File: src/rtl/game_flow_ctrl.sv
// Game sequencer for the plane-war design: IDLE/PLAY/PAUSE/OVER state machine,
// lives/score bookkeeping, invulnerability and game-over hold timers.
// Per-pixel crash strobes are folded into at most one life/score event per
// frame, evaluated on the falling edge of v_sync.
module game_flow_ctrl #(
  parameter int LIVES_INIT       = 3,
  parameter int LIVES_W          = 3,
  parameter int SCORE_W          = 14,
  parameter int SCORE_PER_HIT    = 1,
  parameter int INVULN_FRAMES    = 60,
  parameter int OVER_HOLD_FRAMES = 120
) (
  input  logic               clk,
  input  logic               rst,
  input  logic               v_sync_i,
  input  logic               start_i,
  input  logic               pause_i,
  input  logic               crash_me_enemy_i,
  input  logic               crash_enemy_bullet_i,
  output logic [1:0]         game_status_o,
  output logic               gamestart_o,
  output logic               gameover_o,
  output logic               run_en_o,
  output logic               invuln_o,
  output logic [LIVES_W-1:0] lives_o,
  output logic [SCORE_W-1:0] score_o
);

  // state    | meaning
  // ST_IDLE  | waiting for the first start press
  // ST_PLAY  | game running, objects move, crashes counted per frame
  // ST_PAUSE | everything frozen until the next pause press
  // ST_OVER  | final lives/score shown; start accepted once hold reaches 0
  typedef enum logic [1:0] {
    ST_IDLE  = 2'd0,
    ST_PLAY  = 2'd1,
    ST_PAUSE = 2'd2,
    ST_OVER  = 2'd3
  } state_t;

  localparam logic [SCORE_W-1:0] SCORE_MAX = {SCORE_W{1'b1}};
  localparam logic [SCORE_W:0]   SCORE_INC = (SCORE_W+1)'(SCORE_PER_HIT);

  state_t               state_q, state_d;
  logic [LIVES_W-1:0]   lives_q, lives_d;
  logic [SCORE_W-1:0]   score_q, score_d;
  logic [7:0]           invuln_q, invuln_d;
  logic [7:0]           hold_q, hold_d;
  logic                 hit_q, hit_d;
  logic                 kill_q, kill_d;
  logic                 vs_prev_q, vs_prev_d;
  logic                 start_prev_q, start_prev_d;
  logic                 pause_prev_q, pause_prev_d;
  logic                 gamestart_q, gamestart_d;
  logic                 gameover_q, gameover_d;

  logic                 tick;
  logic                 start_edge;
  logic                 pause_edge;
  logic                 life_lost;
  logic                 game_end;
  logic                 restart;
  logic [SCORE_W:0]     score_sum;

  // Edge detection and derived per-cycle events
  always_comb begin
    tick       = vs_prev_q & ~v_sync_i;
    start_edge = start_i & ~start_prev_q;
    pause_edge = pause_i & ~pause_prev_q;
    life_lost  = (state_q == ST_PLAY) && tick && hit_q && (invuln_q == 8'd0);
    // Lives never reach 0 while playing, so losing one at 1 ends the game.
    game_end   = life_lost && (lives_q == LIVES_W'(1));
    restart    = start_edge && ((state_q == ST_IDLE) ||
                                ((state_q == ST_OVER) && (hold_q == 8'd0)));
    score_sum  = {1'b0, score_q} + SCORE_INC;
  end

  // State register and all datapath flops
  always_ff @(posedge clk or negedge rst) begin
    if (!rst) begin
      state_q      <= ST_IDLE;
      lives_q      <= LIVES_W'(LIVES_INIT);
      score_q      <= '0;
      invuln_q     <= 8'd0;
      hold_q       <= 8'd0;
      hit_q        <= 1'b0;
      kill_q       <= 1'b0;
      vs_prev_q    <= 1'b0;
      start_prev_q <= 1'b1;
      pause_prev_q <= 1'b1;
      gamestart_q  <= 1'b0;
      gameover_q   <= 1'b0;
    end else begin
      state_q      <= state_d;
      lives_q      <= lives_d;
      score_q      <= score_d;
      invuln_q     <= invuln_d;
      hold_q       <= hold_d;
      hit_q        <= hit_d;
      kill_q       <= kill_d;
      vs_prev_q    <= vs_prev_d;
      start_prev_q <= start_prev_d;
      pause_prev_q <= pause_prev_d;
      gamestart_q  <= gamestart_d;
      gameover_q   <= gameover_d;
    end
  end

  // Next-state decode; a game-ending tick outranks a simultaneous pause press
  always_comb begin
    state_d = state_q;
    case (state_q)
      ST_IDLE:  if (start_edge) state_d = ST_PLAY;
      ST_PLAY: begin
        if (game_end)        state_d = ST_OVER;
        else if (pause_edge) state_d = ST_PAUSE;
      end
      ST_PAUSE: if (pause_edge) state_d = ST_PLAY;
      ST_OVER:  if (restart) state_d = ST_PLAY;
      default:  state_d = ST_IDLE;
    endcase
  end

  // Counters, crash latches and pulse generation
  always_comb begin
    lives_d      = lives_q;
    score_d      = score_q;
    invuln_d     = invuln_q;
    hold_d       = hold_q;
    hit_d        = 1'b0;
    kill_d       = 1'b0;
    vs_prev_d    = v_sync_i;
    start_prev_d = start_i;
    pause_prev_d = pause_i;
    gamestart_d  = restart;
    gameover_d   = game_end;

    // A strobe landing on the tick cycle belongs to the next frame.
    if (state_q == ST_PLAY) begin
      hit_d  = (tick ? 1'b0 : hit_q)  | crash_me_enemy_i;
      kill_d = (tick ? 1'b0 : kill_q) | crash_enemy_bullet_i;
    end

    if (restart) begin
      lives_d  = LIVES_W'(LIVES_INIT);
      score_d  = '0;
      invuln_d = 8'd0;
    end

    if ((state_q == ST_PLAY) && tick) begin
      if (kill_q) begin
        score_d = (score_sum > {1'b0, SCORE_MAX}) ? SCORE_MAX : score_sum[SCORE_W-1:0];
      end
      if (life_lost) begin
        lives_d = lives_q - LIVES_W'(1);
        if (game_end) hold_d = 8'(OVER_HOLD_FRAMES);
        else          invuln_d = 8'(INVULN_FRAMES);
      end else if (invuln_q != 8'd0) begin
        invuln_d = invuln_q - 8'd1;
      end
    end

    if ((state_q == ST_OVER) && tick && (hold_q != 8'd0)) begin
      hold_d = hold_q - 8'd1;
    end
  end

  // Outputs decoded purely from registers
  always_comb begin
    game_status_o = state_q;
    run_en_o      = (state_q == ST_PLAY);
    invuln_o      = (state_q == ST_PLAY) && (invuln_q != 8'd0);
    gamestart_o   = gamestart_q;
    gameover_o    = gameover_q;
    lives_o       = lives_q;
    score_o       = score_q;
  end

endmodule

File: config.mk
export PLATFORM = sky130hd
export DESIGN_NAME = game_flow_ctrl
export DESIGN_NICKNAME = d
export VERILOG_FILES = /design/src/rtl/game_flow_ctrl.sv
export SDC_FILE = /design/constraint.sdc
export NUM_CORES = 1
export LEC_CHECK = 0
export ABC_AREA = 1
export BUFFER_PORTS_ARGS = -buffer_cell sky130_fd_sc_hd__buf_4
export CAP_MARGIN = 20
export CORE_MARGIN = 2
export CORE_UTILIZATION = 50
export CTS_CLUSTER_SIZE = 24
export DETAILED_ROUTE_END_ITERATION = 16
export PLACE_DENSITY = 0.7
export SLEW_MARGIN = 5
export SYNTH_ARGS = -nofsm -noshare
export SYNTH_HDL_FRONTEND = slang
export SYNTH_SLANG_ARGS = --single-unit
File: constraint.sdc
create_clock -name clk -period 4.1 [get_ports clk]
set_clock_uncertainty 0.15 [all_clocks]
set_input_delay 1.23 -clock clk [delete_from_list [all_inputs] [get_ports clk]]
set_output_delay 1.23 -clock clk [all_outputs]
set_load 0.02 [all_outputs]
==> qor.log <==
qor: worst_setup_path.critical_path.max_fanout 6
qor: placement.dp_worst_setup_slack 743.7 ps
qor: die.num_io_pins 30
qor: yosys.synth-async-reset-ratio 100.0%
qor: job.drv.max_cap_violation_count 0
qor: sta.setup_tns 0 ps
qor: drt.avgViaCountPerCell 5.004
qor: sta.slew-limit-headroom 49.52%
qor: clocking.clk_latency 290 ps
qor: grt.grt_pass1_vias 2033
qor: die.die_area 5700 um^2
qor: grt.grt_use_total 21.28%
qor: yosys.synth.distinct_cells 33
qor: sta.hold_viol_final 0
qor: sta.timing.hold.ws 319.1 ps
qor: sta.finalCritPeriodShare 75.67%
qor: yosys.synth-edff-count 0
qor: cells_and_area.syn2layout_area_growth 14.49%
qor: yosys.synth.yosys.warnings 0
qor: worst_setup_path.r2r_start game_status_o[1]
qor: cells_and_area.antenna_cells_inserted 0
qor: die.initial_utilization 51.02%
qor: drt.drt-pass1-iter-count 4
qor: power.vdd.ir_drop.worst 0.3946 mV
qor: sta.maxSlewViolCount 0
qor: cells_and_area.drive_gt1_share 16.09%
qor: clocking.htreeDepth 2
qor: clocking.cts_made_buffers 5
qor: yosys.syn_area_per_cell 7.388 um^2
qor: die.core_area 5010 um^2
qor: cells_and_area.finished_layout_cells 449
qor: worst_setup_path.worst_endpoint_data_arrival_time 1720 ps
qor: placement.routabilityCongestion 0.8404
qor: clocking.numClockSinks 42
qor: worst_setup_path.r2r_end score_o[7]
qor: cells_and_area.post-route-cell-area 2927 um^2
qor: grt.gr-total-overflow 0
qor: drt.detailroute.wirelength.met3 242 um
qor: power.powerDensity 638.8 nW/um^2
qor: worst_setup_path.rrSetupSlack 1680 ps
qor: die.core.rowCount 26
qor: sta.timing.fmax 322.3 MHz
qor: clocking.post_cts_resize_count 0
qor: sta.max_slew.worst_pin.slew 757.2 ps
qor: hold_path.hold_path_end invuln_q[0]
qor: drt.top_layer met4
qor: hold_path.min_delay_path_depth 1
qor: clocking.cts_setup_buffers 0
qor: yosys.synth_nets 360
qor: drt.postRouteAntennaNets 0
qor: drt.drt-total-wl 5451 um
qor: clocking.cts_hold_repair.buffers 0
qor: yosys.ys_dominant_reg_cell sky130_fd_sc_hd__dfrtp_1
qor: clocking.tritoncts built
qor: run_status.result_of_the_run finished clean
qor: hold_path.timing.hold.worst.class flip-flop to flip-flop
qor: placement.count_of_port_buffers_added_during_placement 29
qor: sta.finalSetupViolCount 0
qor: grt.antenna_found_initial 0
qor: placement.detailed_place_hpwl 3894 um
qor: worst_setup_path.criticalPathCategory flip-flop to primary output
qor: sta.min_period 3102 ps
qor: clocking.clk_path_buf_depth 2
qor: yosys.seq_area_frac_synth 41.31%
qor: yosys.mappedNetlistArea 2556 um^2
qor: placement.cell_area_after_placement 2835 um^2
qor: yosys.post_synth_inst_count 346
qor: sta.setup_repair_after_global_routing_missed_its_margin no
qor: clocking.clk_root_buffer_cell sky130_fd_sc_hd__clkbuf_8
qor: worst_setup_path.r2r_cells 8
qor: power.leakagePower 1.543 nW
qor: drt.routedLengthMet1 2704 um
qor: grt.grt_first_pass_wirelength 9204 um
qor: grt.grt_start_max_net_pins 43
qor: clocking.clkTransAtPathRegs 80 ps
qor: worst_setup_path.endpoint_kind primary output
qor: die.die-width 75.50 um
qor: drt.routedWlPerCell 12.14 um
qor: drt.drcViolationCount 0
qor: sta.finalWorstSetupSlack 997.6 ps
qor: die.die_h 75.50 um
qor: placement.dpl.cell_count 441
qor: worst_setup_path.worstPathRequired 2720 ps
qor: drt.dr.first_iter.drc_count 190
qor: cells_and_area.final_net_count 392
qor: worst_setup_path.critical_path.startpoint_type flip-flop
qor: hold_path.min-delay-start invuln_q[0]
qor: drt.routed-via-count 2247
qor: drt.routed_wl_met2 2425 um
qor: yosys.synth_seq_cells 42
-- Yosys cell counts (2+ instances only) --
cell | number | area, um^2
sky130_fd_sc_hd__dfrtp_1 | 38 | 950.9
sky130_fd_sc_hd__clkbuf_1 | 2 | 7.510
sky130_fd_sc_hd__nand2_2 | 5 | 31.28
sky130_fd_sc_hd__o21ai_0 | 18 | 90.09
sky130_fd_sc_hd__xnor2_1 | 4 | 35.03
sky130_fd_sc_hd__nand3_2 | 6 | 60.06
sky130_fd_sc_hd__nor3_1 | 3 | 15.01
sky130_fd_sc_hd__nor2_1 | 35 | 131.4
sky130_fd_sc_hd__a21oi_1 | 11 | 55.05
sky130_fd_sc_hd__a22oi_1 | 2 | 15.01
sky130_fd_sc_hd__nand4_1 | 10 | 62.56
sky130_fd_sc_hd__nand2_1 | 89 | 334.1
sky130_fd_sc_hd__dfstp_2 | 4 | 105.1
sky130_fd_sc_hd__nor2_4 | 5 | 56.30
sky130_fd_sc_hd__inv_1 | 60 | 225.2
sky130_fd_sc_hd__o31ai_1 | 2 | 15.01
sky130_fd_sc_hd__nand3_1 | 25 | 125.1
sky130_fd_sc_hd__xor2_1 | 6 | 52.55
sky130_fd_sc_hd__ha_1 | 7 | 87.58
-- cells in the final DEF (no fill, tap or decap), types with 2 or more instances in the layout --
master,synthesis,routed
sky130_fd_sc_hd__a21oi_1,11,11
sky130_fd_sc_hd__a22oi_1,2,2
sky130_fd_sc_hd__buf_4,1,29
sky130_fd_sc_hd__clkbuf_8,0,6
sky130_fd_sc_hd__dfrtp_1,38,38
sky130_fd_sc_hd__dfstp_2,4,4
sky130_fd_sc_hd__ha_1,7,7
sky130_fd_sc_hd__inv_1,60,60
sky130_fd_sc_hd__nand2_1,89,89
sky130_fd_sc_hd__nand2_2,5,5
sky130_fd_sc_hd__nand3_1,25,25
sky130_fd_sc_hd__nand3_2,6,6
sky130_fd_sc_hd__nand4_1,10,10
sky130_fd_sc_hd__nor2_1,35,35
sky130_fd_sc_hd__nor2_4,5,5
sky130_fd_sc_hd__nor3_1,3,3
sky130_fd_sc_hd__o21ai_0,18,18
sky130_fd_sc_hd__o31ai_1,2,2
sky130_fd_sc_hd__xnor2_1,4,4
sky130_fd_sc_hd__xor2_1,6,6
-- per-layer routing --
metal / track usage [%] / up-vias
met5: 0 / -
li1: - / 1158
met3: 4.101 / 9
met4: 7.602 / 0
met2: 31.69 / 50
met1: 31.00 / 1030
-- how the worst max path moves through the flow --
stage | from | to | slack, ps | cells after the start
global placement | v_sync_i | score_o[13] | 860 | 9
detailed placement | v_sync_i | score_o[8] | 740 | 9
CTS | invuln_q[0] | invuln_o | 990 | 6
global route | v_sync_i | score_o[7] | 820 | 9
floorplan | v_sync_i | hold_q[3] | 1550 | 11
finish | invuln_q[0] | invuln_o | 1000 | 6
-- critical path: stages, from the launching register on --
cell	delay (ps)
sky130_fd_sc_hd__dfrtp_1	390
sky130_fd_sc_hd__inv_1	110
sky130_fd_sc_hd__ha_1	240
sky130_fd_sc_hd__nand2_1	90
sky130_fd_sc_hd__nor2_1	310
sky130_fd_sc_hd__nor2_1	100
sky130_fd_sc_hd__buf_4	170
-- logic make-up after synthesis --
kind of cell | Yosys count | share of synthesized area [%]
simple gates | 182 | 32.94
buf+inv | 66 | 10.13
flops | 42 | 41.31
compound gates | 39 | 8.761
xor+xnor | 10 | 3.426
fa+ha+maj | 7 | 3.426
-- registers in the layout, summed over array words and instances (netlist names) --
register and flops:
start_prev_q 1, invuln_q 8, pause_prev_q 1, game_status_o 2
kill_q 1, gameover_o 1, lives_o 3, hold_q 8
hit_q 1, vs_prev_q 1, score_o 14, gamestart_o 1
-- power breakdown --
| part | internal (W) | leakage [nW] | switching (W) | total [W] |
|---|---|---|---|---|
| Clock | 0.000136 | 0.0482 | 0.000142 | 0.000278 |
| Sequential | 0.000563 | 0.533 | 0.000158 | 0.000721 |
| Combinational | 0.000332 | 0.961 | 0.000538 | 0.000870 |
-- through the flow --
stage | total power [W] | util, %
floorplan | 0.001320 | -
global placement | 0.001574 | 56.59
detailed placement | 0.001596 | 56.59
CTS | 0.001884 | 58.42
global route | 0.002047 | 58.42
finish | 0.001869 | 58.42
-- final cells by class --
| cell class | instances | area, um^2 |
|---|---|---|
| sequential | 42 | 1056 |
| timing repair buffer | 29 | 217.7 |
| fill | 510 | 2083 |
| multi-input combinational | 238 | 1241 |
| clock inverter | 1 | 5.005 |
| tap | 70 | 87.58 |
| inverter | 62 | 232.7 |
| clock buffer | 7 | 86.33 |
No activity file was read; power rests on OpenSTA's default activity.
